$ cat src/rtl/jc_pkg.sv
// Shared constants and helpers for the parametrised Johnson/ring counter.
package jc_pkg;

  localparam logic MODE_JOHNSON = 1'b0;
  localparam logic MODE_RING    = 1'b1;

  localparam logic DIR_FWD = 1'b0;
  localparam logic DIR_REV = 1'b1;

  // Reset pattern is all-zeros (Johnson) or a single one in bit 0 (ring);
  // only bit 0 differs between the two, so the helper returns that bit.
  function automatic logic jc_reset_lsb(input logic mode);
    return (mode == MODE_RING);
  endfunction

endpackage

$ cat src/rtl/jc_decode.sv
// Combinational phase decode: legality, binary phase index and one-hot phase.
module jc_decode
  import jc_pkg::*;
#(
  parameter  int unsigned WIDTH = 4,
  localparam int unsigned IDXW  = $clog2(2*WIDTH)
) (
  input  logic [WIDTH-1:0]   q_i,
  input  logic               mode_i,
  output logic               legal_o,
  output logic [IDXW-1:0]    phase_idx_o,
  output logic [2*WIDTH-1:0] phase_o
);

  logic [IDXW-1:0] ones;
  logic [IDXW-1:0] ring_pos;
  logic [IDXW-1:0] idx;
  logic            one_edge;
  logic            multi_edge;
  logic            legal;

  // Popcount, set-bit position and adjacent-bit transition scan of q.
  always_comb begin
    ones       = '0;
    ring_pos   = '0;
    one_edge   = 1'b0;
    multi_edge = 1'b0;
    for (int unsigned i = 0; i < WIDTH; i++) begin
      ones = ones + IDXW'(q_i[i]);
      if (q_i[i]) ring_pos = IDXW'(i);
    end
    // A thermometer code (either justification) has at most one 0/1 boundary.
    for (int unsigned i = 0; i + 1 < WIDTH; i++) begin
      if (q_i[i] != q_i[i+1]) begin
        if (one_edge) multi_edge = 1'b1;
        one_edge = 1'b1;
      end
    end
  end

  // Mode-dependent legality and index, then one-hot expansion.
  always_comb begin
    legal   = 1'b0;
    idx     = '0;
    phase_o = '0;
    if (mode_i == MODE_RING) begin
      legal = (ones == IDXW'(1));
      idx   = ring_pos;
    end else begin
      legal = !multi_edge;
      if (q_i[0])            idx = ones;
      else if (ones == '0)   idx = '0;
      else                   idx = IDXW'(2*WIDTH) - ones;
    end
    if (!legal) idx = '0;
    else        phase_o[idx] = 1'b1;
  end

  assign legal_o     = legal;
  assign phase_idx_o = idx;

endmodule

$ cat src/rtl/johnson_counter_param.sv
// Parametrised Johnson/ring counter with direction, load and self-correction.
module johnson_counter_param
  import jc_pkg::*;
#(
  parameter  int unsigned WIDTH = 4,
  localparam int unsigned IDXW  = $clog2(2*WIDTH)
) (
  input  logic               CLK,
  input  logic               reset_n,
  input  logic               en,
  input  logic               mode,
  input  logic               dir,
  input  logic               load,
  input  logic [WIDTH-1:0]   load_val,
  output logic [WIDTH-1:0]   q,
  output logic [2*WIDTH-1:0] phase,
  output logic [IDXW-1:0]    phase_idx,
  output logic               legal,
  output logic               wrap,
  output logic               corrected
);

  logic [WIDTH-1:0] q_q, q_d;
  logic             wrap_q, wrap_d;
  logic             corr_q, corr_d;
  logic [WIDTH-1:0] rst_val;
  logic [WIDTH-1:0] step;

  jc_decode #(.WIDTH(WIDTH)) u_decode (
    .q_i         (q_q),
    .mode_i      (mode),
    .legal_o     (legal),
    .phase_idx_o (phase_idx),
    .phase_o     (phase)
  );

  // Reset pattern for the current mode and the one-step successor of q.
  always_comb begin
    rst_val    = '0;
    rst_val[0] = jc_reset_lsb(mode);
    unique case ({mode, dir})
      {MODE_JOHNSON, DIR_FWD}: step = {q_q[WIDTH-2:0], ~q_q[WIDTH-1]};
      {MODE_JOHNSON, DIR_REV}: step = {~q_q[0], q_q[WIDTH-1:1]};
      {MODE_RING,    DIR_FWD}: step = {q_q[WIDTH-2:0], q_q[WIDTH-1]};
      default:                 step = {q_q[0], q_q[WIDTH-1:1]};
    endcase
  end

  // Next state with priority load > en > hold; wrap fires when a step lands
  // on index 0, which in both modes is exactly the reset pattern.
  always_comb begin
    q_d    = q_q;
    wrap_d = 1'b0;
    corr_d = 1'b0;
    if (load) begin
      q_d = load_val;
    end else if (en) begin
      if (legal) begin
        q_d    = step;
        wrap_d = (step == rst_val);
      end else begin
        q_d    = rst_val;
        corr_d = 1'b1;
      end
    end
  end

  // State registers with synchronous active-low reset.
  always_ff @(posedge CLK) begin
    if (!reset_n) begin
      q_q    <= rst_val;
      wrap_q <= 1'b0;
      corr_q <= 1'b0;
    end else begin
      q_q    <= q_d;
      wrap_q <= wrap_d;
      corr_q <= corr_d;
    end
  end

  assign q         = q_q;
  assign wrap      = wrap_q;
  assign corrected = corr_q;

endmodule
$ cat config.mk
export PLATFORM = sky130hd
export DESIGN_NAME = johnson_counter_param
export DESIGN_NICKNAME = d
export VERILOG_FILES = /design/src/rtl/jc_pkg.sv /design/src/rtl/jc_decode.sv /design/src/rtl/johnson_counter_param.sv
export SDC_FILE = /design/constraint.sdc
export NUM_CORES = 1
export LEC_CHECK = 0
export ABC_AREA = 1
export ABC_CLOCK_PERIOD_IN_PS = 3100
export BUFFER_PORTS_ARGS = -buffer_cell sky130_fd_sc_hd__buf_2
export CORE_UTILIZATION = 44
export CTS_BUF_LIST = sky130_fd_sc_hd__clkbuf_8
export CTS_CLUSTER_DIAMETER = 30
export DETAILED_ROUTE_END_ITERATION = 10
export PLACE_DENSITY = 0.89
export SLEW_MARGIN = 30
export SYNTH_ARGS = -nofsm -noshare
export SYNTH_HDL_FRONTEND = slang
export SYNTH_SLANG_ARGS = --single-unit
$ cat constraint.sdc
create_clock -name CLK -period 3.1 [get_ports CLK]
set_input_delay 0.93 -clock CLK [delete_from_list [all_inputs] [get_ports CLK]]
set_output_delay 0.93 -clock CLK [all_outputs]
set_load 0.01 [all_outputs]
==> impl_metrics.py <==
metrics = {
    "layout": {
        "regArea_um2": 130,
        "nFillCells": 63,
        "layout.nets": 164,
        "drive_gt1_share_pct": 57.5,
        "num_antenna_cells": 0,
        "multi_input_area_um2": 632,
        "syn2layout_area_growth_pct": 79.7,
        "final_cells": 161,
    },
    "pwr": {
        "power_density_mw_per_mm2": 536,
        "power.total_mw": 0.640,
        "p_leak_nw": 0.588,
        "peakVddDrop_mv": 0.398,
    },
    "sta": {
        "finClkSkew_ns": 0.00349,
        "rsz0062_at_grt": "true",
        "final.setup.worst_slack_ns": -0.503,
        "fmax_mhz": 278,
        "setup_viol": 12,
        "report.final.slew_viol_count": 0,
        "min_period_over_period_pct": 116,
        "fin_hold_ws_ns": 0.679,
        "max_slew_margin_pct": 76.7,
        "hold_viol_final": 0,
        "min_period_ns": 3.60,
        "worstMarginPinSlew_ns": 0.350,
    },
    "detailed_routing": {
        "vias_per_cell": 5.63,
        "wl_um": 2730,
        "vias": 907,
        "ant_nets": 0,
        "drt-initial-drc-count": 57,
        "drtPass1Iterations": 4,
        "drc": 0,
        "wl_per_cell_um": 17.0,
    },
    "setup_path": {
        "r2r-end": "wrap",
        "arrival_ns": 2.67,
        "critPathTopFamily": "adder cells",
        "critPathCapture": "phase[4]",
        "end_kind": "primary output",
        "crit_top_cell": "ha_4",
        "r2r-start": "q[0]",
        "crit_buf_inv": 5,
        "crit_required_ns": 2.17,
        "slowest_delay_ns": 0.44,
        "r2r_cells": 16,
        "cp.depth": 14,
        "cp-startpoint": "q[0]",
        "crit_chain": "ha_4 > inv_2 > fa_2 > inv_2 > ha_4 > inv_4 > ha_4 > nand2_4 > o21ai_2 > o21ai_4 > inv_4 > nand2_4 > nor2_2 > buf_2",
        "crit_slowest_cell": "edfxtp_1",
        "r2r_slack_ns": 0.51,
        "worstSetupPathType": "reg2out",
        "critPathLaunchType": "flop",
        "worstPathMaxFanout": 3,
    },
    "floorplan": {
        "num_io_pins": 28,
        "die_h_um": 40.9,
        "core-area_mm2": 0.00135,
        "dieArea_mm2": 0.00167,
        "row_count": 13,
        "start_util_pct": 49.2,
        "die_x_um": 40.9,
    },
    "hold_path": {
        "min_from": "q[2]",
        "hold_class": "reg2reg",
    },
    "run_status": {
        "status": "finished with violations",
        "violations": "setup timing",
    },
    "cts": {
        "cts_num_sinks": 6,
        "clk_pin_slew_ns": 0.04,
        "holdBufCountCts": 0,
        "clock-root-buffer": "clkbuf_8",
        "cts_made_buffers": 3,
        "cts_tree": "done",
        "clock_path_buffers": 2,
        "htreeDepth": 1,
        "clock_latency_ns": 0.24,
    },
    "global_routing": {
        "grt_use_total_pct": 36.7,
        "grt_pass1_wl_um": 3830,
        "antenna_found_initial": 0,
        "grt-ovfl-total": 0,
        "met3_usage_pct": 23.4,
        "top_usage_layer": "met2",
        "met2_usage_pct": 56.6,
        "grt_max_degree": 11,
        "met1_usage_pct": 33.1,
        "first_global_vias": 891,
    },
    "placed_design": {
        "dp_hpwl_um": 1530,
        "dpl.cell_count": 154,
        "gp_congestion": 0.843,
        "io_buffers": 27,
    },
    "synth": {
        "netlist_area_um2": 664,
        "ys_seq_area_share_pct": 19.6,
        "synth_cells": 103,
        "synth.top_cell.area_share_pct": 15.1,
        "synth_area_leaders": "dfxtp_1 (15%), nand2_1 (14%), ha_1 (11%)",
        "synthesis.nets": 120,
        "synth.avg_cell_area_um2": 6.45,
        "synth_seq_cells": 6,
        "synth-warning-count": 0,
        "yosys.area.top_type": "dfxtp_1",
        "synth_cell_types": 22,
    },
    "job": {
        "maxCapViolCount": 0,
    },
}
final cells by class:
type	count	area share [%]
sequential	6	10.9
timing repair buffer	40	24.2
tap	15	1.57
inverter	19	6.60
clock inverter	1	0.314
multi-input combinational	77	52.9
clock buffer	3	3.46
worst min-delay path: stages (launching register included):
cell,delay (ns)
dfxtp_1,0.32
buf_4,0.12
a22oi_1,0.07
a21oi_1,0.13
cell usage after synthesis:
cell type,count
dfxtp_1,5
nand2_4,1
nor2_2,1
o21ai_2,1
buf_6,1
inv_2,3
ha_1,6
inv_1,16
nor2_1,17
a22oi_1,3
nand2_1,25
nand3_1,3
edfxtp_1,1
a21oi_1,5
or2_0,1
fa_1,1
nor3_1,2
o21ai_0,5
o22ai_2,1
a21oi_4,1
nor2_4,2
xor2_1,2
how the worst min path moves through the flow:
stage / end / depth (start not counted) / slack (ns)
after global routing: q[2] / 3 / 0.70
final: q[2] / 3 / 0.68
after CTS: q[2] / 3 / 0.68
after detailed placement: q[2] / 3 / 0.66
after floorplan: q[2] / 4 / 0.62
after global placement: q[2] / 3 / 0.67
routing by layer:
metal  wire length (um)  vias up
met5                  0        -
met4                121        0
met3                229       18
met2               1360       65
met1               1020      414
li1                   -      410
state kept, by name, summed over array words and instances, names as in the netlist:
register   count
corrected      1
wrap           1
q              4
placed cells by master, fill, tap and decap left out, drive strengths merged:
cell type | netlist | routed
nand3 | 3 | 3
fa | 1 | 1
buf | 1 | 40
nor2 | 20 | 20
dfxtp | 5 | 5
ha | 6 | 6
edfxtp | 1 | 1
clkbuf | 0 | 3
o21ai | 6 | 6
xor2 | 2 | 2
nor3 | 2 | 2
a21oi | 6 | 6
a22oi | 3 | 3
or2 | 1 | 1
nand2 | 26 | 26
o22ai | 1 | 1
inv | 19 | 20
cells by family after synthesis:
group,share of synthesized area (%)
compound gates,16.6
xor+xnor,2.64
buf+inv,12.4
simple gates,34.5
fa+ha+maj,14.3
flops,19.6
per-stage QoR:
stage / TNS, ns / utilization (%) / instance area [um^2] / worst slack, ns
detailed placement: -1.44 / 73.6 / 993 / -0.203
finish: -5.44 / 88.4 / 1190 / -0.503
floorplan: -1.29 / - / 776 / -0.216
global placement: -0.646 / 73.6 / 993 / -0.103
CTS: -4.10 / 81.7 / 1100 / -0.380
global route: -6.68 / 88.4 / 1190 / -0.613
where the power goes:
part           internal (mW)  switching, mW  leakage, nW  total (mW)
logic                  0.180          0.238        0.509       0.418
clock network         0.0861         0.0454       0.0269       0.131
registers             0.0855        0.00462       0.0515      0.0902
total                  0.352          0.288        0.588       0.640
timing repair:
item | 4_1_cts | 5_1_grt
pin swaps | 5 | 8
buffers inserted | 2 | 1
resized for setup | 11 | 17
cloned | 0 | 0
setup endpoints to repair | 12 | 12
(Power assumes the default switching activity.)
